[config.mk]
export PLATFORM = sky130hd
export DESIGN_NAME = iru_rot_ctrl
export DESIGN_NICKNAME = d
export VERILOG_FILES = /design/src/rtl/iru_rot_ctrl.sv
export SDC_FILE = /design/constraint.sdc
export NUM_CORES = 1
export LEC_CHECK = 0
export ABC_CLOCK_PERIOD_IN_PS = 3370
export CORE_MARGIN = 1
export CORE_UTILIZATION = 46
export DETAILED_ROUTE_END_ITERATION = 8
export GPL_TIMING_DRIVEN = 0
export MAX_ROUTING_LAYER = met4
export PLACE_DENSITY_LB_ADDON = 0.2
export SETUP_SLACK_MARGIN = 0.05
export SYNTH_ARGS = -nofsm -noshare
export SYNTH_HDL_FRONTEND = slang
export SYNTH_SLANG_ARGS = --single-unit
[constraint.sdc]
create_clock -name clk -period 3.37 [get_ports clk]
set_input_delay 0.674 -clock clk [delete_from_list [all_inputs] [get_ports clk]]
set_output_delay 0.674 -clock clk [all_outputs]
set_load 0.02 [all_outputs]
[src/rtl/iru_rot_ctrl.sv]
// Rotation-unit sequencer: raster-scans a 20x20 window, reads each mapped source pixel
// (or substitutes FILL) and streams the result to the destination buffer under backpressure.
module iru_rot_ctrl #(
    parameter int               PIX_W = 8,
    parameter logic [PIX_W-1:0] FILL  = '0
) (
    input  logic             clk,
    input  logic             rst_n,
    input  logic             start,
    input  logic [35:0]      rnn_in,
    output logic             busy,
    output logic             done,
    output logic [35:0]      rnn_out,
    output logic [4:0]       row_d,
    output logic [4:0]       col_d,
    input  logic             comp_valid,
    input  logic [4:0]       comp_row_q,
    input  logic [4:0]       comp_col_q,
    output logic             src_rd_en,
    output logic [8:0]       src_rd_addr,
    input  logic [PIX_W-1:0] src_rd_data,
    output logic             dst_wr_en,
    output logic [8:0]       dst_wr_addr,
    output logic [PIX_W-1:0] dst_wr_data,
    input  logic             dst_ready
);
    // Handshake: a destination write completes on any rising edge where dst_wr_en and
    // dst_ready are both high; dst_wr_en and the dst_* fields are held until that edge.

    typedef enum logic [1:0] {IDLE, SCAN, DRAIN} state_t;

    state_t           state;
    logic             s1_vld;
    logic             s1_ok;
    logic             s1_pend;
    logic [8:0]       s1_addr;
    logic [PIX_W-1:0] s1_data;

    logic adv;
    logic issue;
    logic last_pt;
    logic final_wr;

    assign adv      = ~dst_wr_en | dst_ready;
    assign issue    = (state == SCAN) & adv;
    assign last_pt  = (row_d == 5'd19) & (col_d == 5'd19);
    assign final_wr = (state == DRAIN) & dst_wr_en & dst_ready & ~s1_vld;

    assign src_rd_en   = issue & comp_valid;
    assign src_rd_addr = src_rd_en ? (9'(comp_row_q) * 9'd20 + 9'(comp_col_q)) : 9'd0;

    always_ff @(posedge clk or negedge rst_n) begin
        if (!rst_n) begin
            state       <= IDLE;
            busy        <= 1'b0;
            done        <= 1'b0;
            rnn_out     <= '0;
            row_d       <= '0;
            col_d       <= '0;
            s1_vld      <= 1'b0;
            s1_ok       <= 1'b0;
            s1_pend     <= 1'b0;
            s1_addr     <= '0;
            s1_data     <= '0;
            dst_wr_en   <= 1'b0;
            dst_wr_addr <= '0;
            dst_wr_data <= '0;
        end else begin
            done <= 1'b0;

            // Read data is only valid for one cycle, so it is captured even during a stall.
            if (s1_pend) begin
                s1_data <= src_rd_data;
                s1_pend <= 1'b0;
            end

            if (adv) begin
                dst_wr_en <= s1_vld;
                if (s1_vld) begin
                    dst_wr_addr <= s1_addr;
                    dst_wr_data <= s1_ok ? (s1_pend ? src_rd_data : s1_data) : FILL;
                end
                s1_vld  <= issue;
                s1_pend <= src_rd_en;
                s1_ok   <= issue & comp_valid;
                if (issue) begin
                    s1_addr <= 9'(row_d) * 9'd20 + 9'(col_d);
                end
            end

            case (state)
                IDLE: begin
                    if (start) begin
                        state   <= SCAN;
                        busy    <= 1'b1;
                        rnn_out <= rnn_in;
                        row_d   <= '0;
                        col_d   <= '0;
                    end
                end
                SCAN: begin
                    if (adv) begin
                        if (col_d == 5'd19) begin
                            col_d <= '0;
                            row_d <= (row_d == 5'd19) ? 5'd0 : row_d + 5'd1;
                        end else begin
                            col_d <= col_d + 5'd1;
                        end
                        if (last_pt) begin
                            state <= DRAIN;
                        end
                    end
                end
                DRAIN: begin
                    if (final_wr) begin
                        state <= IDLE;
                        busy  <= 1'b0;
                        done  <= 1'b1;
                    end
                end
                default: state <= IDLE;
            endcase
        end
    end

endmodule

* Word-level counts from Yosys, hierarchy flattened
Index checks and enable logic that the tools add are counted.
** Operators by class
- $add $sub $neg :: 4
- $mul :: 2
- Divide/modulo/power cells :: 0
- $lt $le $gt $ge :: 0
- Eq/ne operators :: 9
- Shift operators :: 0
- Multiplexer cells :: 22
- Bitwise logic cells :: 9
- Reductions and logical operators :: 10
** Operator list (number)
- $mux W5 :: 6
- $pmux W5 S2 :: 2
- $add A9 B5 Y9 :: 2
- $mux W8 :: 2
- $mul A5 B3 Y7 const B :: 2
- $add A5 B1 Y5 const B :: 2
- $eq A5 B5 Y1 const B :: 2
- $mux W9 :: 1
- $mux W2 :: 4
- $ne A2 B2 Y1 const B :: 4
- $reduce_and A4 Y1 :: 2
- $and A1 B1 Y1 :: 6
- $pmux W2 S3 :: 1
- $reduce_and A2 Y1 :: 3
- $reduce_and A3 Y1 :: 2
- $mux W1 :: 5
- $reduce_bool A2 Y1 :: 2
- $eq A2 B1 Y1 const B :: 1
- $eq A2 B2 Y1 const B :: 1
- $logic_not A2 Y1 :: 1
- $ne A2 B1 Y1 const B :: 1
- $not A1 Y1 :: 2
- $pmux W1 S2 :: 1
- $or A1 B1 Y1 :: 1
** Word-level totals
- Bits in registers :: 88
- Latch bits :: 0
- Bits in writable memories :: 0
- ROM bits :: 0
- Input bits :: 59
- Output and inout port bits :: 76
- Memories :: 0

* Depth between registers and ports, before layout
- Word-level depth :: 6
- Gate-level depth with buffers :: 8
- Gate-level depth less buffers :: 8

* Worst setup path after synthesis
Ideal clock, no wire load.
- Kind :: in2out
- From :: input port comp_row_q[1]
- To :: output port src_rd_addr[7]
- Arrival :: 2.474 ns
- Required time :: 2.696 ns
- Path slack :: 0.222 ns
- Cell stages on the path :: 7
- Cells stage by stage :: ha_1 > ha_1 > inv_1 > fa_1 > nand2b_1 > or3_1 > a21oi_1
** On the way
- Cells in the longest elaborated chain, start to end :: 3
** Ends and longest elaborated chain
- start, declared :: RTL line 17 : input logic [4:0] comp_row_q,
- $mul A5 B3 Y7 :: RTL line 50 : assign src_rd_addr = src_rd_en ? (9'(comp_row_q) * 9'd20 + 9'(comp_col_q)) : 9'd0;
- $add A9 B5 Y9 :: RTL line 50
- $mux W9 :: RTL line 50
- end, declared :: RTL line 20 : output logic [8:0] src_rd_addr,
No other way between the ends.

* Worst setup path after layout
- From :: input port comp_row_q[3]
- To :: output port src_rd_addr[7]
The elaborated chain is that of the path after synthesis.

==> results by group <==
Clock network
  – Num CTS Buffers: 9
  – CTS root buf: clkbuf_8
  – CTS Sinks: slightly below 90
  – CTS HTree Levels: 3
  – Worst-path clk slew: 0.09 ns
  – Max Buffers Root-to-Sink: 2
  – # hold bufs at CTS: 0
  – CTS tree: done
  – Skew-Pair Late Insertion Delay: about 0.35 ns

Synth
  – Share of the synthesized area in the top cell type: between 50% and 60%
  – Post-synthesis register bit count: 88
  – Cell accounting for the most synthesized area: dfrtp_1
  – Asr flop ratio synth: 100%
  – Synth top area cells: dfrtp_1 53%, mux2_2 15%, ha_1 6.0%
  – Sequential-to-total area share from yosys stat: between 50% and 60%
  – Mapped Cells: around 340
  – Synth cell types: between 40 and 50
  – Mapped Avg Cell Area: roughly 12 sq um
  – Mapped Area: 4180 sq um
  – Post-synth EDFFs: 0
  – Syn Nets: roughly 430
  – YS warnings: 0
  – Top_reg_cell synth: dfrtp_1

Global routing
  – Grt total ovfl: 0
  – Total GRT Usage: 20.6%
  – Initial antenna violation count: 0
  – Largest net degree at the start of global routing: 48
  – Vias in the first global route: 3118
  – First-pass GRT wire length: roughly 15 mm

Drt
  – Post-route DRC: 0
  – Post-DRT Antenna Nets: 0
  – Number of vias per cell: 5.09
  – Drt first pass iters: 4
  – Initial DRC count: 88
  – Met3 routed WL: 423 um
  – Via count: around 3100
  – Overall routed net length: 8.96 mm
  – M1 wire length: 4.04 mm
  – WL met2: about 4.4 mm
  – Top sig layer: met4
  – Routed wire per std cell: approximately 15 um

Power and ir drop
  – PD cells: just under 700 nW/um^2
  – Power after layout: ~4000 uW
  – VDD IR-drop max: 0.351 mV
  – LEAKAGE: approximately 0.0027 uW

Run
  – Max-cap violations: 0

Worst setup path
  – Critical path capture point type: output port
  – Crit start category: input pin
  – Critical Path RT: 2.70 ns
  – Worst stage delay on the critical path: 0.45 ns
  – CP max stage cell: fa_2
  – Top delay family on crit path: adder cells
  – Bufs and invs on worst path: 3
  – Crit Path Max Fanout: 3
  – Worst-path cell chain: clkdlybuf4s15_2 > ha_4 > ha_4 > inv_2 > fa_2 > nand2b_4 > or3_1 > a21oi_2 > buf_4
  – Top cell by count, worst path: ha_4
  – Arrival @ worst endpoint: ~2.6 ns
  – Crit Path Category: in -> out

Timing
  – Post-route minimum period: 3.30 ns
  – Fmax: just over 300 MHz
  – Slew headroom: ~63%
  – Fin worst setup slack: just over 0.07 ns
  – Worst hold margin: 0.297 ns
  – Final hold vios: 0
  – Setup violators final: 0
  – Least-Margin Pin Slew: between 0.5 and 0.6 ns
  – Worst Clk Skew: ~0.011 ns
  – RSZ-0062 raised after global routing: true
  – Max-slew violations: 0
  – Fin crit share: ~98%

Layout
  – Share of layout cells above drive strength 1: 21.6%
  – Leading cell type in the layout, fill and taps excluded: clkdlybuf4s50_1
  – Fillers: 698
  – Area Overhead vs Synth: 43.0%
  – Post-layout nets: 577
  – Cell area after layout: roughly 6000 sq um
  – Most frequent cells in the layout: 122 x clkdlybuf4s50_1, 88 x dfrtp_1, 54 x mux2_2
  – Non-Filler Instances: between 600 and 700
  – ANT cells: 0

Floorplanning
  – Row count: 34
  – Die width: 97.3 um
  – Die Ht: 97.3 um
  – Starting Density: around 48%
  – Ports: roughly 140
  – Core Region: 8760 sq um
  – Die area: 9460 sq um

Placement
  – Routability cong.: ~0.85
  – Dpl cells: 587
  – Post-DP HPWL: roughly 6.7 mm
  – Post-Place Cell Area: about 5700 sq um
  – Worst slack, placed: -0.903 ns
  – Port Buffers: approximately 130

Hold path
  – Hold WC Path Type: in -> async

Status
  – Status: finished clean
[cell usage after synthesis, types with 5 or more instances]
cell type  instances
nor2_1            11
dfrtp_1           88
nand3_1            6
nand2_1           46
inv_1             10
o21ai_0           20
buf_2              7
xor2_1             5
nor2b_1            5
nand2b_1           6
ha_1              20
and2_1             5
mux2_2            54
a21oi_1            8
[timing repair]
item | 4_1_cts | 5_1_grt
pin swaps | 8 | 2
gates resized for setup | 34 | 4
setup endpoints to repair | 9 | 7
setup buffers | 2 | 2
[metal layers]
| metal | vias up | GRT usage, % |
|---|---|---|
| met5 | - | - |
| met4 | 0 | 8.14 |
| met3 | 12 | 3.09 |
| met2 | 99 | 32.4 |
| met1 | 1485 | 26.9 |
| li1 | 1495 | - |
[sequential cells by signal, summed over array words and instances (netlist names)]
register,count
rnn_out,36
dst_wr_addr,9
s1_addr,9
dst_wr_data,8
s1_data,8
col_d,5
row_d,5
state,2
busy,1
done,1
dst_wr_en,1
s1_ok,1
s1_pend,1
s1_vld,1
[metrics by stage]
step                      TNS, ns  utilization (%)
after global routing            0             68.2
after detailed placement    -2.86             64.8
after global placement    -131.92             64.5
final                           0             68.2
after floorplan                 0                -
after CTS                       0             67.8
[worst register-to-register path: cells and delay by family, from the launching register on]
family                   cells  cell delay [ns]
multiplexers                 1             0.26
flip-flops                   1             0.48
XOR/XNOR                     2             0.43
AO/OA/AOI/OAI                1             0.17
adder cells (fa/ha/maj)      3             0.93
[kinds of logic after synthesis]
kind of cell | synth area share, %
muxes | 14.6
buffers and inverters | 2.64
xor gates and xnor gates | 3.00
adders and majority gates | 7.91
and+or+nand+nor | 11.7
AOI/OAI and AO/OA | 7.46
DFF | 52.7
[power breakdown]
group / internal, uW / switching [uW]
Combinational: 936 / 860
Clock: 347 / 375
Sequential: 1360 / 209
[layout make-up]
| type | instances | area, sq um | area share [%] |
|---|---|---|---|
| buffer | 13 | 72.6 | 1.21 |
| clock buffer | 10 | 128 | 2.14 |
| clock inverter | 6 | 67.6 | 1.13 |
| inverter | 10 | 37.5 | 0.628 |
| multi-input combinational | 233 | 1940 | 32.5 |
| sequential | 88 | 2200 | 36.9 |
| tap | 108 | 135 | 2.26 |
| timing repair buffer | 139 | 1390 | 23.2 |
[worst paths after layout]
kind                               start             end  slack (ns)  cells after the start
setup / recovery           comp_row_q[3]  src_rd_addr[7]        0.07                      9
min in group clk              s1_addr[2]      s1_addr[2]        0.48                      2
hold reg to reg               s1_addr[2]      s1_addr[2]        0.48                      2
setup reg to reg                row_d[1]      s1_addr[8]        0.97                      7
hold / removal                     rst_n  dst_wr_data[7]        0.30                      1
max in group asynchronous          rst_n     rnn_out[24]        2.47                      2
No activity file was read; power rests on OpenSTA's default activity.
